**src/rtl/sim_pad_share_ctrl.sv**
```systemverilog
// sim_pad_share_ctrl: chip reset / strap sequencer and SPI-vs-JTAG pad arbiter
// for Verilator chip-level benches.
//
// After rst_i releases, por_n is held low for ResetHoldCycles, then the
// captured straps are driven for StrapHoldCycles. After that window the four
// shared DIO pads (SCK/CSB/SD0 out, SD1 in) are granted to either the SPI DPI
// or the JTAG DPI. An owner keeps the pads until it has been idle for
// IdleCycles consecutive cycles; every release parks the pads for one cycle.
//
// Optional feature (macro PADSHARE_TIMEOUT_EN): an owner that holds the pads
// for TimeoutCycles while the other side is waiting is forced off the pads,
// and the sticky timeout_o flag is raised.

module sim_pad_share_ctrl #(
    parameter int unsigned ResetHoldCycles = 16,
    parameter int unsigned StrapHoldCycles = 32,
    parameter int unsigned IdleCycles      = 4,
    parameter int unsigned JtagPriority    = 1,
    parameter int unsigned TimeoutCycles   = 4096
) (
    input  logic       clk_i,
    input  logic       rst_i,
    input  logic [3:0] strap_i,
    output logic       chip_rst_no,
    output logic [3:0] strap_o,
    output logic       strap_en_o,
    output logic       strap_done_o,
    input  logic       spi_sck_i,
    input  logic       spi_csb_i,
    input  logic       spi_sdi_i,
    output logic       spi_sdo_o,
    input  logic       jtag_req_i,
    input  logic       jtag_tck_i,
    input  logic       jtag_tms_i,
    input  logic       jtag_tdi_i,
    output logic       jtag_tdo_o,
    output logic       pad_sck_o,
    output logic       pad_csb_o,
    output logic       pad_sd0_o,
    input  logic       pad_sd1_i,
    output logic [1:0] owner_o,
    output logic       timeout_o
);

    localparam int unsigned PhaseMax = (ResetHoldCycles > StrapHoldCycles) ?
                                       ResetHoldCycles : StrapHoldCycles;
    localparam int unsigned PhaseW   = $clog2(PhaseMax + 1);
    localparam int unsigned IdleW    = $clog2(IdleCycles + 1);

    localparam bit ParamsOk = (ResetHoldCycles >= 1) && (StrapHoldCycles >= 1) &&
                              (IdleCycles >= 1) && (JtagPriority <= 1) &&
                              (TimeoutCycles >= 1);

    // Reject unusable parameter sets at elaboration.
    if (!ParamsOk) begin : g_param_check
        $error("sim_pad_share_ctrl: parameter out of range");
    end

    typedef enum logic [2:0] {
        ST_RST_HOLD = 3'd0,
        ST_STRAP    = 3'd1,
        ST_IDLE     = 3'd2,
        ST_OWN_SPI  = 3'd3,
        ST_OWN_JTAG = 3'd4
    } state_e;

    typedef enum logic [1:0] {
        OWN_NONE = 2'd0,
        OWN_SPI  = 2'd1,
        OWN_JTAG = 2'd2
    } owner_e;

    state_e            state_q, state_d;
    owner_e            owner_q, owner_d;
    owner_e            last_owner_q, last_owner_d;
    logic [PhaseW-1:0] phase_cnt_q, phase_cnt_d;
    logic [IdleW-1:0]  idle_cnt_q, idle_cnt_d;
    logic              chip_rst_n_q, chip_rst_n_d;
    logic              strap_en_q, strap_en_d;
    logic              strap_done_q, strap_done_d;
    logic [3:0]        strap_q;

    logic              spi_req;
    logic              jtag_req;
    logic [PhaseW-1:0] phase_inc;
    logic [IdleW-1:0]  idle_inc;
    logic              owner_idle;
    logic              other_pend;
    logic              idle_rel;
    logic              force_rel;

`ifdef PADSHARE_TIMEOUT_EN
    localparam int unsigned HoldW = $clog2(TimeoutCycles + 1);

    logic [HoldW-1:0]  hold_cnt_q, hold_cnt_d;
    logic [HoldW-1:0]  hold_inc;
    logic              timeout_q, timeout_d;
`endif

    assign spi_req  = ~spi_csb_i;
    assign jtag_req = jtag_req_i;

    // Next-state logic for the sequencer, arbiter and all counters.
    always_comb begin
        // NOTE: every _d gets its current value first so no path leaves it
        // unassigned; a missing default here would infer a latch.
        state_d      = state_q;
        owner_d      = owner_q;
        last_owner_d = last_owner_q;
        phase_cnt_d  = phase_cnt_q;
        idle_cnt_d   = idle_cnt_q;
        chip_rst_n_d = chip_rst_n_q;
        strap_en_d   = strap_en_q;
        strap_done_d = strap_done_q;

        phase_inc  = (phase_cnt_q == {PhaseW{1'b1}}) ? phase_cnt_q : phase_cnt_q + 1'b1;
        idle_inc   = (idle_cnt_q == {IdleW{1'b1}}) ? idle_cnt_q : idle_cnt_q + 1'b1;
        owner_idle = (state_q == ST_OWN_SPI) ? ~spi_req : ~jtag_req;
        other_pend = (state_q == ST_OWN_SPI) ? jtag_req : spi_req;
        idle_rel   = owner_idle && (idle_inc == IdleW'(IdleCycles));

`ifdef PADSHARE_TIMEOUT_EN
        hold_cnt_d = hold_cnt_q;
        timeout_d  = timeout_q;
        hold_inc   = (hold_cnt_q == {HoldW{1'b1}}) ? hold_cnt_q : hold_cnt_q + 1'b1;
        force_rel  = 1'b0;
        if (state_q == ST_OWN_SPI || state_q == ST_OWN_JTAG) begin
            hold_cnt_d = other_pend ? hold_inc : '0;
            force_rel  = other_pend && (hold_inc == HoldW'(TimeoutCycles));
        end else begin
            hold_cnt_d = '0;
        end
`else
        force_rel = 1'b0;
`endif

        case (state_q)
            ST_RST_HOLD: begin
                phase_cnt_d = phase_inc;
                if (phase_inc == PhaseW'(ResetHoldCycles)) begin
                    chip_rst_n_d = 1'b1;
                    phase_cnt_d  = '0;
                    state_d      = ST_STRAP;
                end
            end

            ST_STRAP: begin
                phase_cnt_d = phase_inc;
                if (phase_inc == PhaseW'(StrapHoldCycles)) begin
                    strap_en_d   = 1'b0;
                    strap_done_d = 1'b1;
                    phase_cnt_d  = '0;
                    state_d      = ST_IDLE;
                end
            end

            ST_IDLE: begin
                idle_cnt_d = '0;
                if (spi_req && jtag_req) begin
                    if (last_owner_q == OWN_SPI) begin
                        owner_d = OWN_JTAG;
                    end else if (last_owner_q == OWN_JTAG) begin
                        owner_d = OWN_SPI;
                    end else begin
                        owner_d = (JtagPriority != 0) ? OWN_JTAG : OWN_SPI;
                    end
                end else if (spi_req) begin
                    owner_d = OWN_SPI;
                end else if (jtag_req) begin
                    owner_d = OWN_JTAG;
                end
                if (owner_d == OWN_SPI) begin
                    state_d = ST_OWN_SPI;
                end else if (owner_d == OWN_JTAG) begin
                    state_d = ST_OWN_JTAG;
                end
            end

            ST_OWN_SPI, ST_OWN_JTAG: begin
                idle_cnt_d = owner_idle ? idle_inc : '0;
                if (idle_rel || force_rel) begin
                    last_owner_d = owner_q;
                    owner_d      = OWN_NONE;
                    idle_cnt_d   = '0;
                    state_d      = ST_IDLE;
`ifdef PADSHARE_TIMEOUT_EN
                    hold_cnt_d = '0;
                    if (force_rel) begin
                        timeout_d = 1'b1;
                    end
`endif
                end
            end

            default: begin
                state_d = ST_RST_HOLD;
            end
        endcase
    end

    // State register; a sampled rst_i restarts the whole sequence and
    // recaptures the straps.
    always_ff @(posedge clk_i) begin
        // NOTE: sequential state uses non-blocking assignments only, so every
        // flop samples the pre-edge values computed above.
        if (rst_i) begin
            state_q      <= ST_RST_HOLD;
            owner_q      <= OWN_NONE;
            last_owner_q <= OWN_NONE;
            phase_cnt_q  <= '0;
            idle_cnt_q   <= '0;
            chip_rst_n_q <= 1'b0;
            strap_en_q   <= 1'b1;
            strap_done_q <= 1'b0;
            // NOTE: the strap register is loaded (not cleared) by reset: its
            // whole purpose is to hold what strap_i showed while rst_i was high.
            strap_q      <= strap_i;
`ifdef PADSHARE_TIMEOUT_EN
            hold_cnt_q   <= '0;
            timeout_q    <= 1'b0;
`endif
        end else begin
            state_q      <= state_d;
            owner_q      <= owner_d;
            last_owner_q <= last_owner_d;
            phase_cnt_q  <= phase_cnt_d;
            idle_cnt_q   <= idle_cnt_d;
            chip_rst_n_q <= chip_rst_n_d;
            strap_en_q   <= strap_en_d;
            strap_done_q <= strap_done_d;
`ifdef PADSHARE_TIMEOUT_EN
            hold_cnt_q   <= hold_cnt_d;
            timeout_q    <= timeout_d;
`endif
        end
    end

    // Pad mux, steered by the registered owner; parked when nobody owns.
    always_comb begin
        pad_sck_o  = 1'b0;
        pad_csb_o  = 1'b1;
        pad_sd0_o  = 1'b0;
        spi_sdo_o  = 1'b0;
        jtag_tdo_o = 1'b0;
        case (owner_q)
            OWN_SPI: begin
                pad_sck_o = spi_sck_i;
                pad_csb_o = spi_csb_i;
                pad_sd0_o = spi_sdi_i;
                spi_sdo_o = pad_sd1_i;
            end
            OWN_JTAG: begin
                pad_sck_o  = jtag_tck_i;
                pad_csb_o  = jtag_tms_i;
                pad_sd0_o  = jtag_tdi_i;
                jtag_tdo_o = pad_sd1_i;
            end
            default: begin
            end
        endcase
    end

    assign chip_rst_no  = chip_rst_n_q;
    assign strap_o      = strap_q;
    assign strap_en_o   = strap_en_q;
    assign strap_done_o = strap_done_q;
    assign owner_o      = owner_q;

`ifdef PADSHARE_TIMEOUT_EN
    assign timeout_o = timeout_q;
`else
    assign timeout_o = 1'b0;
`endif

endmodule
```
**config.mk**
```make
export PLATFORM = sky130hd
export DESIGN_NAME = sim_pad_share_ctrl
export DESIGN_NICKNAME = d
export VERILOG_FILES = /design/src/rtl/sim_pad_share_ctrl.sv
export SDC_FILE = /design/constraint.sdc
export NUM_CORES = 1
export LEC_CHECK = 0
export ABC_AREA = 1
export CAP_MARGIN = 5
export CORE_AREA = 2 2 53 55
export DETAILED_ROUTE_END_ITERATION = 7
export DIE_AREA = 0 0 55 57
export PLACE_DENSITY_LB_ADDON = 0.2
export SYNTH_ARGS = -nofsm -noshare
export SYNTH_HDL_FRONTEND = slang
export SYNTH_SLANG_ARGS = --single-unit
```
**constraint.sdc**
```tcl
create_clock -name clk_i -period 2.7 [get_ports clk_i]
set_clock_uncertainty 0.2 [all_clocks]
set_input_delay 0.54 -clock clk_i [delete_from_list [all_inputs] [get_ports clk_i]]
set_output_delay 0.54 -clock clk_i [all_outputs]
set_load 0.05 [all_outputs]
```
==> reports/results.txt <==
cell-by-cell listing of the critical path - inv_1 > ha_1 > a221o_1 > buf_12
Netlist Area Pre-Place - 0.00134 mm2
Slew headroom - 66.2%
Hold/Removal Path Class - reg -> reg
Max FO, Critical Path - 5
end of the worst register-to-register path - state_q[1]
number of buffer and inverter stages on the critical path - 2
quantity of hold-fixing buffers added after cts - 0
Placeable Area - 0.00262 mm2
most common cell in the synthesized netlist - nand2_1
Pre-Repair DR Iteration Count - 4
total overflow reported by the global router - 0
top achievable clock speed - 426 MHz
R2R setup slack - 0.77 ns
Power Dens Cells - 724 mW/mm2
number of levels the H-tree was split into - 1
total wire length after detailed routing - 2770 um
Crit path max-delay family - flip-flops
cell type with the highest aggregate area in the netlist - dfxtp_1
clock input transition at the sequential cells of the worst setup and hold paths - 0.13 ns
TritonCTS clock tree - built
count of mapped cells out of synthesis - 192
standard cell with the maximum stage delay on the critical path - dfxtp_1
Synthesized Nets - 211
ys async rst share - 0%
horizontal extent of the die - 55 um
actual transition at the worst max-transition pin - 0.505 ns
Final Non-Filler Cells - 252
Buffers on Ports - 27
clock latency of the later-clocked register in the worst-skew pair - 0.31 ns
most used standard cells in the synthesized netlist - nand2_1 (49), nor2_1 (23), inv_1 (22), dfxtp_1 (19), a21oi_1 (14)
std cell rows - 19
number of cells traversed by the worst register-to-register path - 10
initial core utilization - 51.1%
vias post-DR - 1,301
fillers - 236
worst hold stages - 2
mean instance size in the synthesized netlist - 6.97 um2
cts repair resizes - 0
pin count of the biggest net entering global routing - 15
number of enable flip-flop cells after synthesis - 4
final net count - 241
number of clock sinks seen by CTS - 23
worst IR drop on VDD - 0.443 mV
number of hold violations in the final report - 0
Reg-to-Reg Start - phase_cnt_q[1]
ranking of synthesized cells by area - dfxtp_1 (28%), nand2_1 (14%), edfxtp_1 (9.0%), nor2_1 (6.5%), inv_1 (6.2%)
Min Clock Period, post-route - 2.35 ns
number of warnings printed during yosys synthesis - 0
clock tree buffer depth - 2
number of global-route vias before repair - 1,140
maxcap violations - 0
initial DRC count - 30
CP startpoint - owner_o[0]
leakage power of the design - 0.750 nW
diode count - 0
Setup Fix Bufs, Post-CTS - 0
final total negative setup slack - 0 ns
CP Data Required Time - 1.96 ns
run status - completed
number of buffers created by CTS - 3
post-synthesis cell type count - 28
Worst Setup End Kind - output pin
most frequently used flop master after synthesis - dfxtp_1
worst hold slack - 0.270 ns
placed cell count - 248
portion of synthesized cell area occupied by the leading cell type - 28.4%
synthesis-stage register bit count - 23
post-synthesis to final-layout area growth - 27.8%
average routed wire per standard cell - 11.0 um
number of max-slew violations in the final report - 0
endpoint of the worst setup timing path - pad_csb_o
share of cells above drive strength 1 - 15.4%
CP max stage delay - 0.42 ns
Critical Path Stages - 4
unrepaired setup endpoints after global routing - no
count of antenna-violating nets left after detailed routing - 0
final critical-path share of the clock period - 86.9%
overall routing resource usage - 19.2%
number of setup violations in the final report - 0
critical path arrival - 1.61 ns
y dimension of the die - 57 um
area enclosed by the die boundary - 0.00314 mm2
critical path startpoint category - flip-flop
start-to-end type of the worst setup path - reg -> out
number of antenna violations at the first check in global routing - 0
sequential share of the synthesized area - 37.4%
post-DP HPWL - 2210 um
wire length of the first global-routing pass - 4620 um
final weighted congestion in routability-driven placement - 0.857
root cell of the clock tree - clkbuf_4
drc violations - 0
post-detailed-route via-to-cell ratio - 5.16
Top-Level Pins - 29
-- placed cells by master, fill, tap and decap left out, types with 2 or more instances in the layout --
cell and instances:
nand2_1 49, nor2_1 23, inv_1 22, clkdlybuf4s50_1 22
dfxtp_1 19, a21oi_1 14, nand3_1 13, inv_2 6
nand2_2 5, ha_1 5, buf_12 5, nand3_2 4
nand4_1 4, edfxtp_1 4, nor2_2 3, o21ai_1 3
clkbuf_4 3, o22ai_1 2, o21bai_2 2, or2_2 2
o21ai_0 2
-- worst min path at each step --
stage	from	end	slack [ns]
detailed placement	strap_en_o	strap_en_o	0.26
CTS	strap_en_o	strap_en_o	0.28
global route	strap_done_o	strap_done_o	0.29
global placement	strap_en_o	strap_en_o	0.23
floorplan	last_owner_q[0]	last_owner_q[0]	0.23
finish	strap_en_o	strap_en_o	0.27
-- state kept, by name (all words and copies together) (netlist names) --
signal        cells
idle_cnt_q        3
last_owner_q      2
strap_en_o        1
strap_done_o      1
state_q           3
owner_o           2
chip_rst_no       1
phase_cnt_q       6
strap_o           4
-- metrics by stage --
stage / instance area (um2) / utilization (%) / power (mW) / setup slack, ns
2_1_floorplan: 1340 / - / 0.934 / 0.0706
3_3_place_gp: 1680 / 64.3 / 1.06 / 0.256
3_5_place_dp: 1680 / 64.3 / 1.08 / 0.174
4_1_cts: 1710 / 65.4 / 1.25 / 0.332
5_1_grt: 1710 / 65.4 / 1.34 / 0.270
6_report: 1710 / 65.4 / 1.24 / 0.354
-- final cells by class --
class / count / area (um2) / share of cell area (%)
clock buffer: 3 / 22.5 / 1.32
tap: 31 / 38.8 / 2.27
multi-input combinational: 137 / 706 / 41.3
sequential: 23 / 500 / 29.3
clock inverter: 1 / 5.00 / 0.293
inverter: 29 / 109 / 6.37
timing repair buffer: 28 / 328 / 19.2
-- tightest hold or removal path, stage by stage (launching register included) --
cell,delay (ns)
dfxtp_1,0.34
nand2_1,0.06
nand2_1,0.05
-- kinds of logic after synthesis --
logic type	share of synthesized area [%]
compound gates	12.3
fa+ha+maj	4.68
buf+inv	9.82
flops	37.4
other cells	0.280
simple gates	35.5
-- where the power goes --
part,leakage (nW),internal [mW],switching [mW]
Combinational,0.538,0.219,0.373
Clock,0.0177,0.0554,0.105
Sequential,0.194,0.411,0.0751
-- routing by layer --
layer | wire length, um | vias up | track usage [%]
met5 | 0 | - | 0
met4 | 21 | 0 | 4.18
met3 | 125 | 2 | 3.40
met2 | 1420 | 36 | 33.7
met1 | 1200 | 591 | 24.1
li1 | - | 672 | -
Power figures use the tool's default switching activity.
